`src/rtl/darkroom_spi_rx.sv`:
```
// darkroom_spi_rx: SPI slave receiver (mode 0, MSB first) for the darkroom
// sensor link. SCK, SS_N and MOSI are oversampled on the local clock. Received
// WORD_WIDTH-bit words are queued in a show-ahead FIFO. The FIFO drives a
// valid/ready stream to the host side.
//
// Optional build macro: DARKROOM_SPI_RX_ECHO_EN
//   When defined, spi_miso_o shifts out the previously completed word for
//   loopback. When undefined, spi_miso_o is tied low.
//
// Ports:
//   clk, reset_n   system clock, asynchronous active-low reset
//   spi_sck_i      SPI clock (async, at most clk/8)
//   spi_mosi_i     SPI data in (async)
//   spi_ss_n_i     slave select, active low (async)
//   spi_miso_o     echo data, or 0 when echo is disabled
//   rx_data_o      head-of-FIFO word
//   rx_first_o     head word was the first word of its frame
//   rx_valid_o     FIFO not empty
//   rx_ready_i     consumer accepts the head word
//   fifo_level_o   registered FIFO occupancy, 0..FIFO_DEPTH
//   overflow_o     sticky: a word was dropped because the FIFO was full
//   frag_cnt_o     saturating count of discarded partial words
//   clear_i        synchronous clear of overflow_o and frag_cnt_o
module darkroom_spi_rx #(
  parameter int WORD_WIDTH = 32,
  parameter int FIFO_DEPTH = 16,
  parameter int CNT_WIDTH  = 8
) (
  input  logic                          clk,
  input  logic                          reset_n,
  input  logic                          spi_sck_i,
  input  logic                          spi_mosi_i,
  input  logic                          spi_ss_n_i,
  output logic                          spi_miso_o,
  output logic [WORD_WIDTH-1:0]         rx_data_o,
  output logic                          rx_first_o,
  output logic                          rx_valid_o,
  input  logic                          rx_ready_i,
  output logic [$clog2(FIFO_DEPTH):0]   fifo_level_o,
  output logic                          overflow_o,
  output logic [CNT_WIDTH-1:0]          frag_cnt_o,
  input  logic                          clear_i
);

  localparam int AW  = $clog2(FIFO_DEPTH);
  localparam int BCW = $clog2(WORD_WIDTH);
  localparam logic [BCW-1:0] LAST_BIT = BCW'(WORD_WIDTH - 1);
  localparam logic [AW:0]    FULL_LVL = (AW + 1)'(FIFO_DEPTH);

  typedef enum logic {ST_IDLE, ST_SHIFT} state_t;

  // Input synchronisers plus one edge-detect stage for SCK and SS_N
  logic sck_s1, sck_s2, sck_d;
  logic ss_s1, ss_s2, ss_d;
  logic mosi_s1, mosi_s2;

  always_ff @(posedge clk or negedge reset_n) begin
    if (!reset_n) begin
      sck_s1  <= 1'b0;
      sck_s2  <= 1'b0;
      sck_d   <= 1'b0;
      ss_s1   <= 1'b1;
      ss_s2   <= 1'b1;
      ss_d    <= 1'b1;
      mosi_s1 <= 1'b0;
      mosi_s2 <= 1'b0;
    end else begin
      sck_s1  <= spi_sck_i;
      sck_s2  <= sck_s1;
      sck_d   <= sck_s2;
      ss_s1   <= spi_ss_n_i;
      ss_s2   <= ss_s1;
      ss_d    <= ss_s2;
      mosi_s1 <= spi_mosi_i;
      mosi_s2 <= mosi_s1;
    end
  end

  logic sck_rise, ss_fall, ss_rise;
  assign sck_rise = sck_s2 & ~sck_d;
  assign ss_fall  = ~ss_s2 & ss_d;
  assign ss_rise  = ss_s2 & ~ss_d;

  // Receive state machine
  state_t                state_q, state_d;
  logic [WORD_WIDTH-1:0] shift_q, shift_d;
  logic [BCW-1:0]        bit_cnt_q, bit_cnt_d;
  logic                  first_pend_q, first_pend_d;
  logic [WORD_WIDTH-1:0] done_word;
  logic                  word_done;
  logic                  frag_inc;

  assign done_word = {shift_q[WORD_WIDTH-2:0], mosi_s2};

  always_ff @(posedge clk or negedge reset_n) begin
    if (!reset_n) begin
      state_q      <= ST_IDLE;
      shift_q      <= '0;
      bit_cnt_q    <= '0;
      first_pend_q <= 1'b0;
    end else begin
      state_q      <= state_d;
      shift_q      <= shift_d;
      bit_cnt_q    <= bit_cnt_d;
      first_pend_q <= first_pend_d;
    end
  end

  always_comb begin
    state_d      = state_q;
    shift_d      = shift_q;
    bit_cnt_d    = bit_cnt_q;
    first_pend_d = first_pend_q;
    word_done    = 1'b0;
    frag_inc     = 1'b0;
    case (state_q)
      ST_IDLE: begin
        if (ss_fall) begin
          state_d      = ST_SHIFT;
          bit_cnt_d    = '0;
          first_pend_d = 1'b1;
        end
      end
      ST_SHIFT: begin
        // An SS_N rise takes priority over a coincident SCK rise.
        if (ss_rise) begin
          state_d   = ST_IDLE;
          bit_cnt_d = '0;
          frag_inc  = (bit_cnt_q != '0);
        end else if (sck_rise && !ss_s2) begin
          shift_d = done_word;
          if (bit_cnt_q == LAST_BIT) begin
            // The push register samples first_pend_q in this same cycle, so
            // clearing it here equals clearing it after the push.
            word_done    = 1'b1;
            bit_cnt_d    = '0;
            first_pend_d = 1'b0;
          end else begin
            bit_cnt_d = bit_cnt_q + BCW'(1);
          end
        end
      end
      default: state_d = ST_IDLE;
    endcase
  end

  // The completed word is presented to the FIFO one cycle after completion
  logic                  push_req_q;
  logic [WORD_WIDTH-1:0] push_data_q;
  logic                  push_first_q;

  always_ff @(posedge clk or negedge reset_n) begin
    if (!reset_n) begin
      push_req_q   <= 1'b0;
      push_data_q  <= '0;
      push_first_q <= 1'b0;
    end else begin
      push_req_q <= word_done;
      if (word_done) begin
        push_data_q  <= done_word;
        push_first_q <= first_pend_q;
      end
    end
  end

  // Show-ahead circular FIFO of {first, data}
  logic [WORD_WIDTH:0] mem [FIFO_DEPTH];
  logic [AW-1:0]       wr_ptr, rd_ptr;
  logic [AW:0]         level_q;
  logic                full, pop, wr_en, drop;
  logic [WORD_WIDTH:0] head;

  assign full       = (level_q == FULL_LVL);
  assign rx_valid_o = (level_q != '0);
  assign pop        = rx_valid_o & rx_ready_i;
  // A pop in the same cycle frees a slot, so a push into a full FIFO succeeds.
  assign wr_en      = push_req_q & (~full | pop);
  assign drop       = push_req_q & full & ~pop;
  assign head       = mem[rd_ptr];
  assign rx_data_o  = rx_valid_o ? head[WORD_WIDTH-1:0] : '0;
  assign rx_first_o = rx_valid_o & head[WORD_WIDTH];
  assign fifo_level_o = level_q;

  always_ff @(posedge clk) begin
    if (wr_en) mem[wr_ptr] <= {push_first_q, push_data_q};
  end

  always_ff @(posedge clk or negedge reset_n) begin
    if (!reset_n) begin
      wr_ptr  <= '0;
      rd_ptr  <= '0;
      level_q <= '0;
    end else begin
      if (wr_en) wr_ptr <= wr_ptr + AW'(1);
      if (pop)   rd_ptr <= rd_ptr + AW'(1);
      case ({wr_en, pop})
        2'b10:   level_q <= level_q + (AW + 1)'(1);
        2'b01:   level_q <= level_q - (AW + 1)'(1);
        default: level_q <= level_q;
      endcase
    end
  end

  // Error status. An event coincident with clear_i survives the clear.
  always_ff @(posedge clk or negedge reset_n) begin
    if (!reset_n) begin
      overflow_o <= 1'b0;
      frag_cnt_o <= '0;
    end else begin
      if (clear_i)   overflow_o <= drop;
      else if (drop) overflow_o <= 1'b1;

      if (clear_i)
        frag_cnt_o <= CNT_WIDTH'(frag_inc);
      else if (frag_inc && (frag_cnt_o != '1))
        frag_cnt_o <= frag_cnt_o + CNT_WIDTH'(1);
    end
  end

`ifdef DARKROOM_SPI_RX_ECHO_EN
  // Loopback echo of the previous word. The SCK fall right after a completing
  // rise is skipped. This keeps the freshly loaded MSB on the line for the
  // next word's first rise. Each new frame restarts from the stored last word.
  logic                  sck_fall;
  logic [WORD_WIDTH-1:0] echo_word, echo_sr;
  logic                  echo_skip;

  assign sck_fall = ~sck_s2 & sck_d;

  always_ff @(posedge clk or negedge reset_n) begin
    if (!reset_n) begin
      echo_word <= '0;
      echo_sr   <= '0;
      echo_skip <= 1'b0;
    end else if (word_done) begin
      echo_word <= done_word;
      echo_sr   <= done_word;
      echo_skip <= 1'b1;
    end else if (ss_fall) begin
      echo_sr   <= echo_word;
      echo_skip <= 1'b0;
    end else if (sck_fall && !ss_s2) begin
      if (echo_skip) echo_skip <= 1'b0;
      else           echo_sr   <= {echo_sr[WORD_WIDTH-2:0], 1'b0};
    end
  end

  assign spi_miso_o = ~ss_s2 & echo_sr[WORD_WIDTH-1];
`else
  assign spi_miso_o = 1'b0;
`endif

endmodule

```
`config.mk`:
```
export PLATFORM = sky130hd
export DESIGN_NAME = darkroom_spi_rx
export DESIGN_NICKNAME = d
export VERILOG_FILES = /design/src/rtl/darkroom_spi_rx.sv
export SDC_FILE = /design/constraint.sdc
export NUM_CORES = 1
export LEC_CHECK = 0
export ABC_CLOCK_PERIOD_IN_PS = 8000
export BUFFER_PORTS_ARGS = -buffer_cell sky130_fd_sc_hd__buf_2
export CAP_MARGIN = 30
export CORE_ASPECT_RATIO = 1.4
export CORE_UTILIZATION = 35
export DETAILED_ROUTE_END_ITERATION = 10
export HOLD_SLACK_MARGIN = 0.08
export PLACE_DENSITY = 0.52
export SLEW_MARGIN = 5
export SYNTH_ARGS = -nofsm -noshare
export SYNTH_HDL_FRONTEND = slang
export SYNTH_SLANG_ARGS = --single-unit
export TNS_END_PERCENT = 20
```
`constraint.sdc`:
```
create_clock -name clk -period 8 [get_ports clk]
set_input_delay 0.8 -clock clk [delete_from_list [all_inputs] [get_ports clk]]
set_output_delay 0.8 -clock clk [all_outputs]
set_load 0.05 [all_outputs]
```
**Word level (Yosys, flattened, before mapping)**

Memory sizes are Yosys's and may differ from the RTL's.
Index checks and enable logic that the tools add are counted.

- $add $sub $neg: 6
- $mul: 0
- Divide/modulo/power cells: 0
- Order comparisons: 0
- Equality and inequality tests: 10
- Shift-type cells: 0
- Muxes and demuxes: 27
- Bitwise logic cells: 16
- Reduce and logical (&&, ||, !) cells: 11

Operator list:

| cell | number |
|---|---|
| 32-bit two-way mux | 1 |
| 5-bit two-way mux | 4 |
| 5-bit case mux with 2 select lines | 2 |
| 1-bit two-way mux | 16 |
| 8-bit two-way mux | 2 |
| 5-bit by 1-bit adder with 5-bit output, second input constant | 2 |
| 5-bit == test, second input constant | 2 |
| 5-bit nonzero test | 2 |
| 4-bit by 1-bit adder with 4-bit output, second input constant | 2 |
| 8-bit by 1-bit adder with 8-bit output, second input constant | 1 |
| 1-bit AND | 8 |
| 8-bit inequality test, second input constant | 1 |
| 1-bit NOT | 7 |
| 2-bit nonzero test | 3 |
| 5-bit by 1-bit subtractor with 5-bit output, second input constant | 1 |
| 2-bit by 1-bit inequality test with 1-bit output, second input constant | 2 |
| 2-bit inequality test, second input constant | 2 |
| 1-bit case mux with 2 select lines | 2 |
| 4-bit AND reduction | 1 |
| 3-bit by 2-bit inequality test with 1-bit output, second input constant | 1 |
| 3-bit AND reduction | 1 |
| 2-bit by 1-bit == test with 1-bit output, second input constant | 1 |
| 2-bit == test, second input constant | 1 |
| 1-bit logical AND | 2 |
| 3 further kinds | 3 |

- Flip-flop bits (word level): 102
- Bits in latches: 0
- Bits in writable memories: 528
- ROM bits: 0
- Input port bits: 7
- Output and inout bits: 49
- Logic and storage cells: 91
- Memories: 1

Memories:

| name | words | width | rd ports | clocked after Yosys merged registers in | write ports | RTL line | RTL |
|---|---|---|---|---|---|---|---|
| mem | 16 | 33 | 1 | 0 | 1 | 167 | `logic [WORD_WIDTH:0] mem [FIFO_DEPTH];` |

**Depth between registers and ports, before layout**

- Depth after elaboration: 7
- Gate-level depth with buffers: 14
- Gate-level depth less buffers: 10

**Worst setup path after synthesis**

OpenSTA, ideal clock, no wires.

- Path kind: register -> register
- From: register level_q[2] (netlist: fifo_level_o[2])
- To: memory mem[0][0] (netlist bit) (enable)
- Library setup time: 0.506 ns
- Data arrival time: 4.762 ns
- Required time: 7.494 ns
- Slack: 2.732 ns
- Stages on the path, launching flop included: 8
- Buffers on the path: 3
- Period minus slack after synthesis: 5.268 ns
- Path through: dfrtp_1 -> clkbuf_2 -> or4_4 -> buf_6 -> o21a_1 -> clkbuf_1 -> inv_1 -> nor4_1

- Word-level cells in the longest chain between the ends: 6

RTL lines:

| element | RTL line | RTL |
|---|---|---|
| start: declaration | 169 | `logic [AW:0] level_q;` |
| start signal: assignment | 197 | `2'b10: level_q <= level_q + (AW + 1)'(1);` |
| start signal: assignment | 198 | `2'b01: level_q <= level_q - (AW + 1)'(1);` |
| start signal: assignment | 199 | `default: level_q <= level_q;` |
| 5-bit nonzero test / 5-bit == test (equally long branches) | 174, 173 |  |
| 1-bit AND / 1-bit NOT (equally long branches) | 175, 177 |  |
| 1-bit bitwise OR (*) | 177 | `assign wr_en = push_req_q & (~full \| pop);` |
| 1-bit AND (*) | 177 |  |
| 1-bit two-way mux (*) | 185 | `if (wr_en) mem[wr_ptr] <= {push_first_q, push_data_q};` |
| 1-bit two-way mux (implied by the code) (*) | 185 |  |
| end: declaration | 167 |  |

Every way passes the cells marked *; elsewhere a longest branch is shown, timed or not.

**Final worst setup path**

- From: register rd_ptr[0]
- To: output port rx_first_o

- Word-level cells in the longest chain between the ends: 2

RTL lines:

| element | RTL line | RTL |
|---|---|---|
| start: declaration | 168 | `logic [AW-1:0] wr_ptr, rd_ptr;` |
| start signal: assignment | 195 | `if (pop) rd_ptr <= rd_ptr + AW'(1);` |
| memory read 16 x 33 bit | -- |  |
| 1-bit AND | 181 | `assign rx_first_o = rx_valid_o & head[WORD_WIDTH];` |
| end: declaration | 36 | `output logic rx_first_o,` |

No other way between the ends.

==> qor.yml <==
placement:
  place_congestion: 0.704
  dpl-instance-area_um2: 26000
  dp_hpwl_um: 28000
  io_buffers: 54
  place_ws_ns: 4.14
pwr:
  power_density_nw_per_um2: 269
  ir_drop_mv: 0.280
  total_power_mw: 7.51
  p_leak_nw: 11.0
floorplanning:
  die_y_um: 315
  core_um2: 69000
  row_count: 114
  initial_core_util_pct: 35.4
  die_area_um2: 70900
  ioPinCount: 56
  die_w_um: 225
synth:
  ys_ff_latch: 630
  async_flop_share_pct: 16.2
  syn_avg_cell_area_um2: 21.2
  ys_seq_area_share_pct: 75.3
  synthCells: 1152
  yosys_warnings: 0
  synth_edf_count: 528
  syn_nets: 1172
  synth_cell_types: 53
  syn_area_um2: 24400
  synth_top_area_share_pct: 64.9
  yosysTopAreaCell: "edfxtp_1"
  synth.area.top_cells: "edfxtp_1 (65%), mux4_2 (12%), dfrtp_1 (10%), mux2_2 (4.6%), a221o_1 (1.3%)"
  synthFlopType: "edfxtp_1"
clocking:
  clk_latency_ns: 0.63
  cts_sinks: 630
  cts_buffer_depth: 3
  clock-root-buffer: "clkbuf_16"
  cts_buffers: 59
  cts_setup_buffers: 0
  cts.reportedPaths.clkPinSlew_ns: 0.06
  cts_resized: 0
  ctsHoldBuffers: 0
  ctsHtreeMaxLevel: 2
  cts_tree: "built"
final_layout:
  num_antenna_cells: 0
  layout_common_cells: "edfxtp_1 (528), mux4_2 (132), mux2_2 (99), dfrtp_1 (96), clkbuf_16 (61)"
  fin_nets: 1259
  post-route-cell-area_um2: 27900
  drive_above_1_share_pct: 34.5
  syn_to_final_growth_pct: 14.1
  final_common_cell: "edfxtp_1"
worst_setup_path:
  r2r_end: "fifo_level_o[4]"
  start_kind: "flop"
  worst-r2r-setup-slack_ns: 4.73
  crit_path_max_fanout: 36
  cp_data_arrival_time_ns: 3.57
  r2r_cells: 10
  critPathLaunch: "rd_ptr[0]"
  cp-end-kind: "output port"
  path_class: "flop to output port"
  r2r_start: "fifo_level_o[1]"
  crit_end: "rx_first_o"
  cp.required_ns: 7.20
drt:
  vias: 11300
  viasPerCell: 5.11
  route.detailed.drc: 0
  routed.top_layer: "met4"
  wl_met1_um: 23000
  wl_um: 54300
  wl_per_cell_um: 24.5
  firstDrtPassIters: 4
  postRouteAntennaNets: 0
  dr_wl_met3_um: 1740
  detail_route.iter0.violations: 826
  wl_met2_um: 28200
global_route:
  grt_pass1_wl_um: 81000
  overflow: 0
  grt_start_max_net_pins: 110
  antenna_found_initial: 0
  grt_pass1_vias: 12300
  grtUsageTotal_pct: 15.8
sta:
  relSlewSlack_pct: 45.3
  layout_setup_ws_ns: 3.63
  fin_worst_skew_ns: 0.0189
  hold_viol_final: 0
  fin_crit_sh_pct: 54.7
  rsz0062_at_grt: "no"
  fmax_mhz: 229
  drv_slew: 0
  max_slew.worst_pin.slew_ns: 0.820
  setup_viol: 0
  fin_tns_setup_ns: 0
  fin_crit_ns: 4.37
worst_hold_path:
  hp-class: "input port to asynchronous set/reset pin"
status:
  status: "finished, final reports clean"
flow_run:
  cap_violations: 0
## metal layers
layer	up-vias	track usage [%]
met1	6182	20.3
met5	-	0
li1	4888	-
met3	78	2.51
met2	186	27.4
met4	0	4.65
## worst max-delay path: stages (launching register included)
cell and delay (ns):
dfrtp_4 0.73, buf_4 0.69, mux4_2 0.60, mux2_2 0.30
a221o_2 0.39, buf_2 0.23
## where the power goes
part / leakage [nW] / internal (mW) / switching [mW] / total (mW)
sequential: 7.50 / 3.55 / 0.116 / 3.67
combinational: 2.55 / 0.408 / 0.665 / 1.07
clock: 0.946 / 1.55 / 1.21 / 2.77
total: 11.0 / 5.52 / 1.99 / 7.51
## flip-flops by register name, indices dropped and copies added (netlist names), 4 cells and up
name          flops
bit_cnt_q         5
push_data_q      32
wr_ptr            4
rd_ptr            4
mem             528
frag_cnt_o        8
shift_q          31
fifo_level_o      5
## kinds of logic after synthesis
kind of cell | count (synthesis) | synth area share [%]
DFF | 630 | 75.3
buffers and inverters | 77 | 1.57
other | 1 | 0.0153
AOI/OAI and AO/OA | 65 | 2.22
xor gates and xnor gates | 11 | 0.394
adders and majority gates | 13 | 0.666
and+or+nand+nor | 122 | 2.98
muxes | 233 | 16.8
## synth_stat cells (3+ instances only)
master    count
edfxtp_1    528
buf_6         3
xnor2_1       9
o21a_1        3
clkbuf_1     31
nor3_1        6
a221o_2       3
a21oi_1       7
nor2_1       14
or3_1         3
nand2b_1      3
buf_1         3
buf_4         4
ha_1         13
and2b_1      15
and3_1        7
buf_2        17
dfrtp_1      99
a221o_1      31
o21ai_0      10
inv_1        15
nand3_1       8
dfstp_2       3
nor4_1        5
nor2b_1      20
nand3b_1      3
nand4_1       4
mux2_2       99
nand2_1      20
o31ai_1       3
buf_8         3
mux4_2      132
## through the flow
stage / hold WS (ns) / instances / utilization (%)
floorplan: 0.331 / 1152 / -
detailed placement: 0.346 / 2106 / 37.6
global route: 0.253 / 2218 / 40.4
finish: 0.237 / 2218 / 40.4
CTS: 0.228 / 2218 / 40.4
global placement: 0.336 / 2103 / 37.5
## cell type report
cell class / instances / area (um^2)
clock inverters: 23 / 191
multi-input cells: 445 / 5750
clock buffers: 89 / 1720
fillers: 6202 / 41200
inverters: 15 / 56.3
flip-flops and latches: 630 / 18400
repair buffers: 88 / 586
well taps: 928 / 1160
## worst min path at each step
stage / slack (ns) / depth (start not counted) / to
finish: 0.24 / 1 / sck_s1
CTS: 0.23 / 1 / push_data_q[22]
global route: 0.25 / 1 / ss_s1
floorplan: 0.33 / 0 / mosi_s2
detailed placement: 0.35 / 0 / mosi_s2
global placement: 0.34 / 0 / sck_s2
(Power assumes the default switching activity.)
